**src/rtl/scaler_pkg.sv**
```systemverilog
// Shared types and placement helpers for the pixel scaler.
// Offsets are constant functions of the geometry, so they fold away at elaboration.
package scaler_pkg;

  typedef enum logic {
    MODE_CENTRE  = 1'b0,
    MODE_TOPLEFT = 1'b1
  } mode_e;

  function automatic int x_off(input mode_e m, input int width, input int src_w,
                               input int scale_x);
    return (m == MODE_TOPLEFT) ? 0 : (width - src_w * scale_x) / 2;
  endfunction

  function automatic int y_off(input mode_e m, input int height, input int src_h,
                               input int scale_y);
    return (m == MODE_TOPLEFT) ? 0 : (height - src_h * scale_y) / 2;
  endfunction

endpackage

```
**src/rtl/axis_scaler.sv**
```systemverilog
// One-axis replication counter: restarts on start, advances one sub-step on step.
// pos is the coordinate the current beat maps to (next-state value of the counter).
module axis_scaler #(
  parameter int SCALE = 2,
  parameter int SRC_N = 160,
  parameter int POS_W = (SRC_N > 1) ? $clog2(SRC_N) : 1
) (
  input  logic             clk,
  input  logic             reset,
  input  logic             active,
  input  logic             start,
  input  logic             step,
  output logic [POS_W-1:0] pos
);

  localparam int SUB_W = (SCALE > 1) ? $clog2(SCALE) : 1;
  localparam logic [SUB_W-1:0] SUB_LAST = SUB_W'(SCALE - 1);

  if (POS_W < $clog2(SRC_N) || SCALE < 1) begin : g_bad_cfg
    $error("axis_scaler: POS_W too narrow for SRC_N or SCALE < 1");
  end

  logic [SUB_W-1:0] sub_q, sub_d;
  logic [POS_W-1:0] cnt_q, cnt_d;

  always_comb begin
    sub_d = sub_q;
    cnt_d = cnt_q;
    if (active) begin
      if (start) begin
        sub_d = '0;
        cnt_d = '0;
      end else if (step) begin
        // The window bound guarantees cnt never steps past SRC_N-1 here.
        if (sub_q == SUB_LAST) begin
          sub_d = '0;
          cnt_d = cnt_q + POS_W'(1);
        end else begin
          sub_d = sub_q + SUB_W'(1);
        end
      end
    end
  end

  always_ff @(posedge clk) begin
    if (reset) begin
      sub_q <= '0;
      cnt_q <= '0;
    end else begin
      sub_q <= sub_d;
      cnt_q <= cnt_d;
    end
  end

  assign pos = cnt_d;

endmodule

```
**src/rtl/pixel_scaler.sv**
```systemverilog
// Maps panel raster (hp, vp) to source pixel (hpos, vpos) with integer scaling,
// letterbox/top-left placement, line/frame strobes and a sticky sequence monitor.
module pixel_scaler
  import scaler_pkg::*;
#(
  parameter int WIDTH   = 320,
  parameter int HEIGHT  = 240,
  parameter int SRC_W   = 160,
  parameter int SRC_H   = 120,
  parameter int SCALE_X = 2,
  parameter int SCALE_Y = 2,
  parameter int HPOS_W  = $clog2(SRC_W),
  parameter int VPOS_W  = $clog2(SRC_H)
) (
  input  logic                      clk,
  input  logic                      reset,
  input  logic                      pix_valid,
  input  logic [$clog2(WIDTH)-1:0]  hp,
  input  logic [$clog2(HEIGHT)-1:0] vp,
  input  logic                      mode,
  output logic                      out_valid,
  output logic [HPOS_W-1:0]         hpos,
  output logic [VPOS_W-1:0]         vpos,
  output logic                      in_window,
  output logic                      line_start,
  output logic                      frame_start,
  output logic                      seq_err
);

  // Flow: pix_valid marks a beat with no back-pressure; out_valid is that beat one
  // cycle later, and every other output holds its value while out_valid is low.

  localparam int HP_W = $clog2(WIDTH);
  localparam int VP_W = $clog2(HEIGHT);

  if (SRC_W * SCALE_X > WIDTH || SRC_H * SCALE_Y > HEIGHT) begin : g_bad_size
    $error("pixel_scaler: scaled source does not fit the panel");
  end

  localparam logic [HP_W:0] X_LO_C = (HP_W+1)'(x_off(MODE_CENTRE, WIDTH, SRC_W, SCALE_X));
  localparam logic [HP_W:0] X_LO_T = (HP_W+1)'(x_off(MODE_TOPLEFT, WIDTH, SRC_W, SCALE_X));
  localparam logic [HP_W:0] X_HI_C = X_LO_C + (HP_W+1)'(SRC_W * SCALE_X);
  localparam logic [HP_W:0] X_HI_T = X_LO_T + (HP_W+1)'(SRC_W * SCALE_X);
  localparam logic [VP_W:0] Y_LO_C = (VP_W+1)'(y_off(MODE_CENTRE, HEIGHT, SRC_H, SCALE_Y));
  localparam logic [VP_W:0] Y_LO_T = (VP_W+1)'(y_off(MODE_TOPLEFT, HEIGHT, SRC_H, SCALE_Y));
  localparam logic [VP_W:0] Y_HI_C = Y_LO_C + (VP_W+1)'(SRC_H * SCALE_Y);
  localparam logic [VP_W:0] Y_HI_T = Y_LO_T + (VP_W+1)'(SRC_H * SCALE_Y);

  logic [HP_W:0]   hp_x, x_lo, x_hi;
  logic [VP_W:0]   vp_y, y_lo, y_hi;
  logic            line_hit, frame_hit;
  logic            x_in, x_start, x_step;
  logic            y_in, y_start, y_step;
  mode_e           mode_eff;
  logic [HPOS_W-1:0] cx;
  logic [VPOS_W-1:0] cy;

  logic              out_valid_q, out_valid_d;
  logic [HPOS_W-1:0] hpos_q, hpos_d;
  logic [VPOS_W-1:0] vpos_q, vpos_d;
  logic              in_window_q, in_window_d;
  logic              line_start_q, line_start_d;
  logic              frame_start_q, frame_start_d;
  logic              seq_err_q, seq_err_d;
  logic              synced_q, synced_d;
  mode_e             mode_q, mode_d;
  logic [HP_W-1:0]   prev_hp_q, prev_hp_d;

  // A frame-start beat already uses the mode presented with it.
  always_comb begin
    hp_x      = {1'b0, hp};
    vp_y      = {1'b0, vp};
    line_hit  = (hp == '0);
    frame_hit = line_hit && (vp == '0);
    mode_eff  = frame_hit ? mode_e'(mode) : mode_q;
    x_lo      = (mode_eff == MODE_TOPLEFT) ? X_LO_T : X_LO_C;
    x_hi      = (mode_eff == MODE_TOPLEFT) ? X_HI_T : X_HI_C;
    y_lo      = (mode_eff == MODE_TOPLEFT) ? Y_LO_T : Y_LO_C;
    y_hi      = (mode_eff == MODE_TOPLEFT) ? Y_HI_T : Y_HI_C;
    x_in      = (hp_x >= x_lo) && (hp_x < x_hi);
    y_in      = (vp_y >= y_lo) && (vp_y < y_hi);
    x_start   = (hp_x == x_lo);
    y_start   = (vp_y == y_lo);
    x_step    = x_in && !x_start;
    y_step    = y_in && !y_start;
  end

  axis_scaler #(.SCALE(SCALE_X), .SRC_N(SRC_W), .POS_W(HPOS_W)) u_axis_x (
    .clk    (clk),
    .reset  (reset),
    .active (pix_valid),
    .start  (x_start),
    .step   (x_step),
    .pos    (cx)
  );

  axis_scaler #(.SCALE(SCALE_Y), .SRC_N(SRC_H), .POS_W(VPOS_W)) u_axis_y (
    .clk    (clk),
    .reset  (reset),
    .active (pix_valid && line_hit),
    .start  (y_start),
    .step   (y_step),
    .pos    (cy)
  );

  always_comb begin
    out_valid_d   = pix_valid;
    hpos_d        = hpos_q;
    vpos_d        = vpos_q;
    in_window_d   = in_window_q;
    line_start_d  = line_start_q;
    frame_start_d = frame_start_q;
    seq_err_d     = seq_err_q;
    synced_d      = synced_q;
    mode_d        = mode_q;
    prev_hp_d     = prev_hp_q;
    if (pix_valid) begin
      synced_d      = synced_q || frame_hit;
      mode_d        = mode_eff;
      line_start_d  = line_hit;
      frame_start_d = frame_hit;
      in_window_d   = synced_d && x_in && y_in;
      hpos_d        = in_window_d ? cx : '0;
      vpos_d        = in_window_d ? cy : '0;
      seq_err_d     = seq_err_q ||
                      (!line_hit && (hp_x != ({1'b0, prev_hp_q} + (HP_W+1)'(1))));
      prev_hp_d     = hp;
    end
  end

  always_ff @(posedge clk) begin
    if (reset) begin
      out_valid_q   <= 1'b0;
      hpos_q        <= '0;
      vpos_q        <= '0;
      in_window_q   <= 1'b0;
      line_start_q  <= 1'b0;
      frame_start_q <= 1'b0;
      seq_err_q     <= 1'b0;
      synced_q      <= 1'b0;
      mode_q        <= MODE_CENTRE;
      prev_hp_q     <= '0;
    end else begin
      out_valid_q   <= out_valid_d;
      hpos_q        <= hpos_d;
      vpos_q        <= vpos_d;
      in_window_q   <= in_window_d;
      line_start_q  <= line_start_d;
      frame_start_q <= frame_start_d;
      seq_err_q     <= seq_err_d;
      synced_q      <= synced_d;
      mode_q        <= mode_d;
      prev_hp_q     <= prev_hp_d;
    end
  end

  assign out_valid   = out_valid_q;
  assign hpos        = hpos_q;
  assign vpos        = vpos_q;
  assign in_window   = in_window_q;
  assign line_start  = line_start_q;
  assign frame_start = frame_start_q;
  assign seq_err     = seq_err_q;

endmodule

```
**config.mk**
```make
export PLATFORM = sky130hd
export DESIGN_NAME = pixel_scaler
export DESIGN_NICKNAME = d
export VERILOG_FILES = /design/src/rtl/scaler_pkg.sv /design/src/rtl/axis_scaler.sv /design/src/rtl/pixel_scaler.sv
export SDC_FILE = /design/constraint.sdc
export NUM_CORES = 1
export LEC_CHECK = 0
export CELL_PAD_IN_SITES_DETAIL_PLACEMENT = 1
export CELL_PAD_IN_SITES_GLOBAL_PLACEMENT = 1
export CORE_UTILIZATION = 26
export DETAILED_ROUTE_END_ITERATION = 6
export HOLD_SLACK_MARGIN = 0.06
export PLACE_DENSITY = 0.63
export SLEW_MARGIN = 25
export SYNTH_ARGS = -nofsm -noshare
export SYNTH_HDL_FRONTEND = slang
export SYNTH_SLANG_ARGS = --single-unit
```
**constraint.sdc**
```tcl
create_clock -name clk -period 2 [get_ports clk]
set_clock_uncertainty 0.05 [all_clocks]
set_input_delay 0.4 -clock clk [delete_from_list [all_inputs] [get_ports clk]]
set_output_delay 0.4 -clock clk [all_outputs]
set_load 0.005 [all_outputs]
```
==> metrics, run 1 <==
most frequent cells in the layout dfxtp_1, buf_4, clkdlybuf4s50_1; chip height 94.6 µm; Post-Syn Area 2230 µm²; worst rel slew slack 0.597; Critical Path AT 2.12 ns; Pins Over Slew Limit 0; min-delay worst type register to register; critical path peak fanout 7; GP Congestion 0.801; share of layout cells above drive strength 1 0.228; Final Hold Vio Count 0; Mapped Nets 273; wire per inst 13.4 µm; setup bufs post-CTS 0; Seq/Total Area, Yosys 0.422; total track usage 0.136; Synth cell types 52; fin cells 430; leading area contributor after synthesis dfxtp_1; WL final 5.75 mm; Required @ worst endpoint 2.17 ns; pre-CTS setup slack -0.404 ns; synth warn 0; final number of setup-violating endpoints 0; Routed Antenna Nets 0; type of origin of the critical path input pin; number of flops mapped to enable cells by yosys 0; commonest non-fill, non-tap cell in the layout dfxtp_1; FP Rows 33; largest net degree at the start of global routing 17; ANT cells 0; MaxCap Viol Count 0; dpl cells 422; Vias/cell 4.80; CTS root buf clkbuf_8; count of state elements after synthesis 47; first-pass GRT wire length 9.55 mm; Design Power 1920 µW; Crit Path Class input pin to register; reg-to-reg endpoint seq_err; hpwl dp 4.35 mm; post-route setup slack 0.0469 ns; Pre-Repair DR Iteration Count 4; Fill cells 973; antenna violations before repair 0; DRC 0; Synth top area share 0.422; Port Buffer Count 39; die area 8950 µm²; I/O Pins 41; critical path startpoint hp[5]; RSZ-0062 raised after global routing false; fmax 512 MHz; Vias 2063; Worst-Skew Late Latency 0.30 ns; Hold Path Sink hpos[6]; Area growth syn-to-layout 44.6%; iteration-0 DRC count of the detailed router 40; Overflow after GRT 0; width of the die 94.6 µm; outcome finished clean; WHS Path Cells 2; Setup TNS 0 ns; clk slew on worst S/H paths 0.09 ns; Leakage 0.00121 µW; R2R depth 6; crit path capture type register; synthesized area per cell 8.95 µm²; Power Density 596 nW/µm²; Initial Util 0.270; asr flop ratio synth 0; TritonCTS buffer count 5; Clock Sink Count 47; synthesized instance count 249; Core Footprint 8260 µm²; Synth area leaders dfxtp_1, xnor2_1, nor2_1; Final min period 1.95 ns; Layout Nets 348; final period utilization 0.977; CTS max path bufs 2; setup slack, reg-to-reg 0.18 ns; Worst Tran Pin Value 0.605 ns; Top FF cell, synth dfxtp_1; CTS H-tree depth 2; reg2reg start prev_hp_q[0]; vias in the first global route 1984; utilization after layout 0.390; Max VDD drop 0.287 mV; CTS tree done; hold path start hpos[6]; hold buffer count at cts 0
-- worst max-delay path, cell delays in order --
cell and delay [ns]:
clkdlybuf4s50_1 0.54, nor4_4 0.07, and3_4 0.21, or4_4 0.53, xor2_1 0.17, o31ai_1 0.21
-- metal layers --
layer | wire, µm | global-route usage
met1 | 2610 | 0.169
met2 | 2980 | 0.242
met3 | 121 | 0.0266
met4 | 33 | 0.0341
met5 | 0 | 0
-- power breakdown --
part / internal [µW] / switching (µW)
combinational: 120 / 99.7
clock: 379 / 347
sequential: 951 / 21.1
-- how the worst max path moves through the flow --
stage / cells past startpoint / end / slack [ns]
2_1_floorplan: 5 / hpos[6] / 0.22
3_3_place_gp: 4 / hpos[5] / -0.36
3_5_place_dp: 4 / hpos[5] / -0.40
4_1_cts: 7 / vpos[1] / 0.0007
5_1_grt: 6 / seq_err / 0.002
6_report: 6 / hpos[6] / 0.05
-- sequential cells by signal, summed over array words and instances, names as in the netlist --
name	flops
u_axis_y.sub_q	1
u_axis_x.sub_q	1
u_axis_y.cnt_q	7
frame_start	1
u_axis_x.cnt_q	8
out_valid	1
vpos	7
hpos	8
seq_err	1
line_start	1
in_window	1
synced_q	1
prev_hp_q	9
-- cell families after synthesis --
group / Yosys count / synth area share
and+or+nand+nor: 104 / 0.254
AOI/OAI and AO/OA: 49 / 0.152
DFF: 47 / 0.422
xor gates and xnor gates: 19 / 0.0747
buffers and inverters: 16 / 0.0314
muxes: 11 / 0.0494
adders and majority gates: 3 / 0.0168
-- synth_stat cells, drive strengths merged, types with 2 or more instances --
| master | n |
|---|---|
| a22o | 3 |
| nand2 | 17 |
| clkbuf | 7 |
| buf | 4 |
| nand4 | 8 |
| nand2b | 6 |
| nor2b | 3 |
| nor2 | 31 |
| nor3 | 8 |
| and3 | 3 |
| and2 | 2 |
| nor4 | 6 |
| nand3 | 10 |
| xnor2 | 16 |
| o21ai | 10 |
| dfxtp | 47 |
| o311ai | 2 |
| mux2i | 11 |
| or3 | 2 |
| o31ai | 7 |
| a211oi | 2 |
| inv | 5 |
| a21oi | 13 |
| ha | 3 |
| and4 | 2 |
| xor2 | 3 |
| or4 | 3 |
-- metrics by stage --
step | hold WS, ns | cell area [µm²]
6_report | 0.407 | 3220
5_1_grt | 0.424 | 3220
4_1_cts | 0.416 | 3130
3_5_place_dp | 0.396 | 3000
3_3_place_gp | 0.386 | 3000
2_1_floorplan | 0.395 | 2230
-- final cells by class --
class / instances / area, µm² / share of cell area
Timing Repair Buffer: 79 / 711 / 0.221
Tap cell: 105 / 131 / 0.0408
Multi-Input combinational cell: 186 / 1300 / 0.405
Clock inverter: 3 / 47.5 / 0.0148
Clock buffer: 5 / 68.8 / 0.0214
Sequential cell: 47 / 941 / 0.292
Inverter: 5 / 18.8 / 0.00583
-- what timing repair did --
action,CTS,global route
setup endpoints to repair,14,17
resized for setup,7,18
pin swaps,1,3
endpoints found under the hold margin,0,0
No activity file was read; power rests on OpenSTA's default activity.
==> inputs of run 2 (changes only) <==
--- a/config.mk
+++ b/config.mk
@@ -5,12 +5,14 @@
 export SDC_FILE = /design/constraint.sdc
 export NUM_CORES = 1
 export LEC_CHECK = 0
+export ABC_AREA = 1
 export CELL_PAD_IN_SITES_DETAIL_PLACEMENT = 1
 export CELL_PAD_IN_SITES_GLOBAL_PLACEMENT = 1
+export CORE_MARGIN = 2
 export CORE_UTILIZATION = 26
 export DETAILED_ROUTE_END_ITERATION = 6
 export HOLD_SLACK_MARGIN = 0.06
-export PLACE_DENSITY = 0.63
+export PLACE_DENSITY = 0.65
 export SLEW_MARGIN = 25
 export SYNTH_ARGS = -nofsm -noshare
 export SYNTH_HDL_FRONTEND = slang
==> constraint.sdc (replaced) <==
create_clock -name clk -period 2.1 [get_ports clk]
set_clock_uncertainty 0.05 [all_clocks]
set_input_delay 0.42 -clock clk [delete_from_list [all_inputs] [get_ports clk]]
set_output_delay 0.42 -clock clk [all_outputs]
set_load 0.005 [all_outputs]
==> run 2 against run 1 <==
  * Core utilization decreased by 2.5 points
  * Clock-buffer cell count unchanged
  * Sequential power is 4.9% lower
  * Final cell count grew 20%
==> metrics, run 2 <==
count of state elements after synthesis 47 (unchanged); asr flop ratio synth 0 (unchanged); worst rel slew slack 0.725 (was 0.597); Vias/cell 4.50 (was 4.80); leading area contributor after synthesis dfxtp_1 (unchanged); Layout Nets 429 (was 348); synthesized area per cell 6.98 µm² (was 8.95 µm²); crit path capture type register (unchanged); area of the multi-input gates 1210 µm² (was 1300 µm²); number of flops mapped to enable cells by yosys 0 (unchanged); Setup TNS 0 ns (unchanged); Final min period 1.89 ns; # resized after CTS 0 (was 7); Clock Sink Count 47 (unchanged); Power Density 571 nW/µm² (was 596 nW/µm²); final period utilization 0.901; critical path peak fanout 7 (unchanged); clk slew on worst S/H paths 0.10 ns (was 0.09 ns); Port Buffer Count 39 (unchanged); Final Hold Vio Count 0 (unchanged); largest reg by FF count prev_hp_q (unchanged); crit path max-delay cell type clkdlybuf4s50_1 (unchanged); ANT cells 0 (unchanged); width of the die 98.9 µm (was 94.6 µm); Top FF cell, synth dfxtp_1 (unchanged); final number of setup-violating endpoints 0 (unchanged); Synth area leaders dfxtp_1, nand2_1, inv_1 (was dfxtp_1, xnor2_1, nor2_1); Worst-Skew Late Latency 0.31 ns (was 0.30 ns); most frequent cells in the layout nand2_1, dfxtp_1, inv_1 (was dfxtp_1, buf_4, clkdlybuf4s50_1); CTS max path bufs 2 (unchanged); hold buffer count at cts 0 (unchanged); Pre-Repair DR Iteration Count 4 (unchanged); top-count cell post-synth nand2_1 (was dfxtp_1); RSZ-0062 raised after global routing false (unchanged); MaxCap Viol Count 0 (unchanged); I/O Pins 41 (unchanged); Seq/Total Area, Yosys 0.402 (was 0.422); Pins Over Slew Limit 0 (unchanged); dpl cells 506 (was 422); CTS tree done (unchanged); WL met1 3.02 mm (was 2.61 mm); Core Footprint 8720 µm² (was 8260 µm²); Post-Syn Area 2340 µm² (was 2230 µm²); pre-CTS setup slack -0.143 ns (was -0.404 ns); Synth cell types 34 (was 52); outcome finished clean (unchanged); Leakage 0.00143 µW (was 0.00121 µW); Synth top area share 0.402 (was 0.422); max FFs per register 9 (unchanged); TritonCTS buffer count 5 (unchanged); type of origin of the critical path input pin (unchanged); chip height 98.9 µm (was 94.6 µm); Design Power 1820 µW (was 1920 µW); CTS root buf clkbuf_8 (unchanged); Vias 2315 (was 2063); Fill cells 1090 (was 973); Post-synth top cells nand2_1, dfxtp_1, inv_1 (was dfxtp_1, nor2_1, nand2_1, xnor2_1); synth warn 0 (unchanged); register area 941 µm² (unchanged); share of layout cells above drive strength 1 0.143 (was 0.228); crit-path most repeated cell nand3_2; Mapped Nets 359 (was 273); hpwl dp 5.14 mm (was 4.35 mm); Max VDD drop 0.219 mV (was 0.287 mV); Overflow after GRT 0 (unchanged); vias in the first global route 2557 (was 1984); setup slack, reg-to-reg 0.40 ns (was 0.18 ns); WL final 6.48 mm (was 5.75 mm); antenna violations before repair 0 (unchanged); wire per inst 12.6 µm (was 13.4 µm); FP Rows 34 (was 33); post-route setup slack 0.209 ns (was 0.0469 ns); first-pass GRT wire length 11.5 mm (was 9.55 mm); utilization after layout 0.365 (was 0.390); Area growth syn-to-layout 36.0% (was 44.6%); CTS H-tree depth 2 (unchanged); Required @ worst endpoint 2.26 ns (was 2.17 ns); reg2reg start prev_hp_q[0] (unchanged); GP Congestion 0.768 (was 0.801); min-delay worst type register to register (unchanged); Initial Util 0.268 (was 0.270); fin cells 514 (was 430); max incr delay on CP 0.45 ns (was 0.54 ns); met3 routed WL 158 µm (was 121 µm); fmax 529 MHz; total track usage 0.143 (was 0.136); hold path start hpos[4] (was hpos[6]); critical path startpoint hp[8] (was hp[5]); Crit Path Class input pin to register (unchanged); Top Metal Used met4 (unchanged); setup bufs post-CTS 0 (unchanged); Worst Tran Pin Value 0.410 ns (was 0.605 ns); DRC 0 (unchanged); Critical Path AT 2.06 ns (was 2.12 ns); iteration-0 DRC count of the detailed router 54 (was 40); Routed Antenna Nets 0 (unchanged); synthesized instance count 335 (was 249); commonest non-fill, non-tap cell in the layout nand2_1 (was dfxtp_1); die area 9770 µm² (was 8950 µm²); largest net degree at the start of global routing 16 (was 17); cell chain of the critical path clkdlybuf4s50_1 > nor2_1 > nand3_2 > nor2_8 > nand2_4 > clkinv_2 > nand3_2 > or2_0 > and3_1 (was clkdlybuf4s50_1 > nor4_4 > and3_4 > or4_4 > xor2_1 > o31ai_1); met2 wire length 3.23 mm (was 2.98 mm)
-- run 2: cell families (layout without fill, tap and decap cells) --
group	count (synthesis)	count (layout)	share of synthesized area
adder cells (fa/ha/maj)	3	3	0.0160
XOR/XNOR	8	8	0.0299
AO/OA/AOI/OAI	22	22	0.0604
AND/OR/NAND/NOR	205	205	0.409
flip-flops	47	47	0.402
buffers and inverters	50	121	0.0824
-- run 2: path summary, 6_finish.rpt --
check,depth (start not counted),to
setup / recovery,9,u_axis_y.cnt_q[1]
hold / removal,2,hpos[4]
setup reg to reg,10,seq_err
hold reg to reg,2,hpos[4]
-- run 2: cell type report --
type                            count  area share
Tap cell                          108      0.0425
Clock buffer                        5      0.0216
Multi-Input combinational cell    238       0.379
Timing Repair Buffer               67       0.193
Sequential cell                    47       0.296
Inverter                           46      0.0547
Clock inverter                      3      0.0138
-- run 2: stage by stage --
| stage | hold slack (ns) | area, µm² |
|---|---|---|
| global placement | 0.388 | 3070 |
| global route | 0.425 | 3180 |
| floorplan | 0.397 | 2340 |
| detailed placement | 0.392 | 3070 |
| CTS | 0.408 | 3180 |
| finish | 0.406 | 3180 |
-- run 2: critical path, delay by kind of cell --
| kind | cells | cell delay [ns] |
|---|---|---|
| AND/OR/NAND/NOR | 7 | 1.08 |
| buffers and inverters | 2 | 0.54 |
-- run 2: per-layer routing --
layer / vias up / global-route usage
met4: 0 / 0.0348
met5: - / 0
met2: 25 / 0.258
met3: 6 / 0.0248
li1: 1215 / -
met1: 1069 / 0.175
-- run 2: power by group --
group / leakage [µW] / total, µW / switching, µW / internal [µW]
logic: 0.000986 / 210 / 105 / 104
registers: 0.000381 / 924 / 16.2 / 908
clock network: 0.0000581 / 684 / 329 / 355
total: 0.00143 / 1820 / 451 / 1370
==> inputs of run 3 (changes only) <==
==> constraint.sdc (replaced) <==
create_clock -name clk -period 2.4 [get_ports clk]
set_clock_uncertainty 0.05 [all_clocks]
set_input_delay 0.48 -clock clk [delete_from_list [all_inputs] [get_ports clk]]
set_output_delay 0.48 -clock clk [all_outputs]
set_load 0.005 [all_outputs]
==> run 3 against run 2 <==
  * Final cell count fell by 3.9%
  * Via count fell by 2.8%
  * Non-clock buffer count fell by 20
  * Worst setup slack improved by 0.17 ns
  * Die area did not move
  * Cell area fell by 4.1%
  * Worst hold slack improved by 0.0024 ns
  * Register-to-register slack improved by 0.32 ns
==> metrics, run 3 (synthesis gave the netlist of run 2 again) <==
Routed Antenna Nets 0 (unchanged); WHS Path Cells 2 (unchanged); Pins Over Slew Limit 0 (unchanged); most frequent cells in the layout nand2_1, dfxtp_1, inv_1 (unchanged); cell chain of the critical path clkdlybuf4s50_1 > nor2_1 > nand3_2 > nor2_8 > nand2_4 > clkinv_2 > nand2_1 > nand2_2 > inv_2 > and3_1 (was clkdlybuf4s50_1 > nor2_1 > nand3_2 > nor2_8 > nand2_4 > clkinv_2 > nand3_2 > or2_0 > and3_1); TritonCTS buffer count 5 (unchanged); Area growth syn-to-layout 30.4% (was 36.0%); Final min period 2.02 ns; Critical Path AT 2.17 ns (was 2.06 ns); width of the die 98.9 µm (unchanged); max incr delay on CP 0.47 ns (was 0.45 ns); Crit Path Class input pin to register (unchanged); critical path's top delay family simple AND/OR/NAND/NOR gates (unchanged); Initial Util 0.268 (unchanged); Clock Sink Count 47 (unchanged); first-pass GRT wire length 10.8 mm (was 11.5 mm); FP Rows 34 (unchanged); I/O Pins 41 (unchanged); crit path max-delay cell type clkdlybuf4s50_1 (unchanged); commonest non-fill, non-tap cell in the layout nand2_1 (unchanged); Vias 2250 (was 2315); reg2reg start prev_hp_q[1] (was prev_hp_q[0]); setup bufs post-CTS 0 (unchanged); total track usage 0.135 (was 0.143); design area 3050 µm² (was 3180 µm²); Pre-Repair DR Iteration Count 4 (unchanged); RSZ-0062 raised after global routing false (unchanged); type of origin of the critical path input pin (unchanged); crit path capture type register (unchanged); CTS tree done (unchanged); vias in the first global route 2311 (was 2557); die area 9770 µm² (unchanged); Final Hold Vio Count 0 (unchanged); Worst-Skew Late Latency 0.30 ns (was 0.31 ns); GP Congestion 0.754 (was 0.768); Power Density 548 nW/µm² (was 571 nW/µm²); outcome finished clean (unchanged); wire per inst 12.9 µm (was 12.6 µm); share of layout cells above drive strength 1 0.0959 (was 0.143); Setup TNS 0 ns (unchanged); final number of setup-violating endpoints 0 (unchanged); Max VDD drop 0.239 mV (was 0.219 mV); CTS max path bufs 2 (unchanged); CTS H-tree depth 2 (unchanged); setup slack, reg-to-reg 0.72 ns (was 0.40 ns); CTS root buf clkbuf_8 (unchanged); chip height 98.9 µm (unchanged); Overflow after GRT 0 (unchanged); max FFs per register 9 (unchanged); largest reg by FF count prev_hp_q (unchanged); Hold Path Sink hpos[0] (was hpos[4]); WL final 6.36 mm (was 6.48 mm); Layout Nets 409 (was 429); MaxCap Viol Count 0 (unchanged); Port Buffer Count 39 (unchanged); hold path start hpos[0] (was hpos[4]); fmax 495 MHz; critical path peak fanout 9 (was 7); Worst Tran Pin Value 0.449 ns (was 0.410 ns); clk slew on worst S/H paths 0.10 ns (about the same); Vias/cell 4.55 (was 4.50); reg-to-reg endpoint seq_err (unchanged); hpwl dp 4.86 mm (was 5.14 mm); ANT cells 0 (unchanged); Bufs and invs on worst path 3 (was 2); worst rel slew slack 0.698 (was 0.725); Placed Area 2920 µm² (was 3070 µm²); antenna violations before repair 0 (unchanged); utilization after layout 0.350 (was 0.365); DRC 0 (unchanged); R2R depth 10 (unchanged); Core Footprint 8720 µm² (unchanged); hold buffer count at cts 0 (unchanged); largest net degree at the start of global routing 17 (was 16); # resized after CTS 0 (unchanged); final period utilization 0.842; min-delay worst type register to register (unchanged); iteration-0 DRC count of the detailed router 68 (was 54); Required @ worst endpoint 2.55 ns (was 2.26 ns); Leakage 0.00134 µW (was 0.00143 µW)
## run 3: layout make-up
cell class              instances  area (µm²)
well taps                     108         135
inverters                      46         174
repair buffers                 47         463
clock buffers                   6        72.6
fillers                      1089        5670
clock inverters                 2        60.1
multi-input cells             238        1210
flip-flops and latches         47         941
## run 3: worst max path at each step
stage,cells after the start,end,start,slack (ns)
2_1_floorplan,8,u_axis_y.cnt_q[1],hp[1],0.76
3_3_place_gp,10,u_axis_y.cnt_q[4],hp[1],0.10
3_5_place_dp,10,u_axis_y.cnt_q[2],hp[1],0.06
4_1_cts,10,u_axis_y.cnt_q[2],hp[1],0.39
5_1_grt,10,vpos[4],vp[7],0.25
6_report,10,u_axis_y.cnt_q[2],hp[1],0.38
## run 3: worst reg2reg max path, cell delays in order, from the launching register on
cell	delay, ns
dfxtp_1	0.39
ha_1	0.20
nand2_1	0.11
nor2_1	0.21
nand2_1	0.10
xor2_1	0.13
inv_1	0.05
nor2_1	0.09
nand3_1	0.10
nand2_1	0.08
a21oi_1	0.05
## run 3: per-layer routing
metal,vias to the layer above,global-route usage,share of wire
li1,1168,-,-
met1,1055,0.179,0.51
met2,25,0.226,0.46
met3,2,0.0284,0.026
met4,0,0.0285,0.0049
met5,-,0,0
## run 3: metrics by stage
stage                     std cells  setup WS (ns)  hold slack (ns)  total power, µW
final                           494          0.379            0.408             1670
after global placement          486          0.103            0.388              986
after floorplan                 335          0.761            0.397              909
after global routing            494          0.255            0.438             1750
after CTS                       494          0.391            0.413             1700
after detailed placement        486         0.0644            0.396              991
## run 3: power breakdown
group          leakage, µW  internal, µW  switching [µW]  total [µW]
registers         0.000381           794            14.1         808
logic             0.000890          74.9            88.4         163
clock network    0.0000654           417             283         700
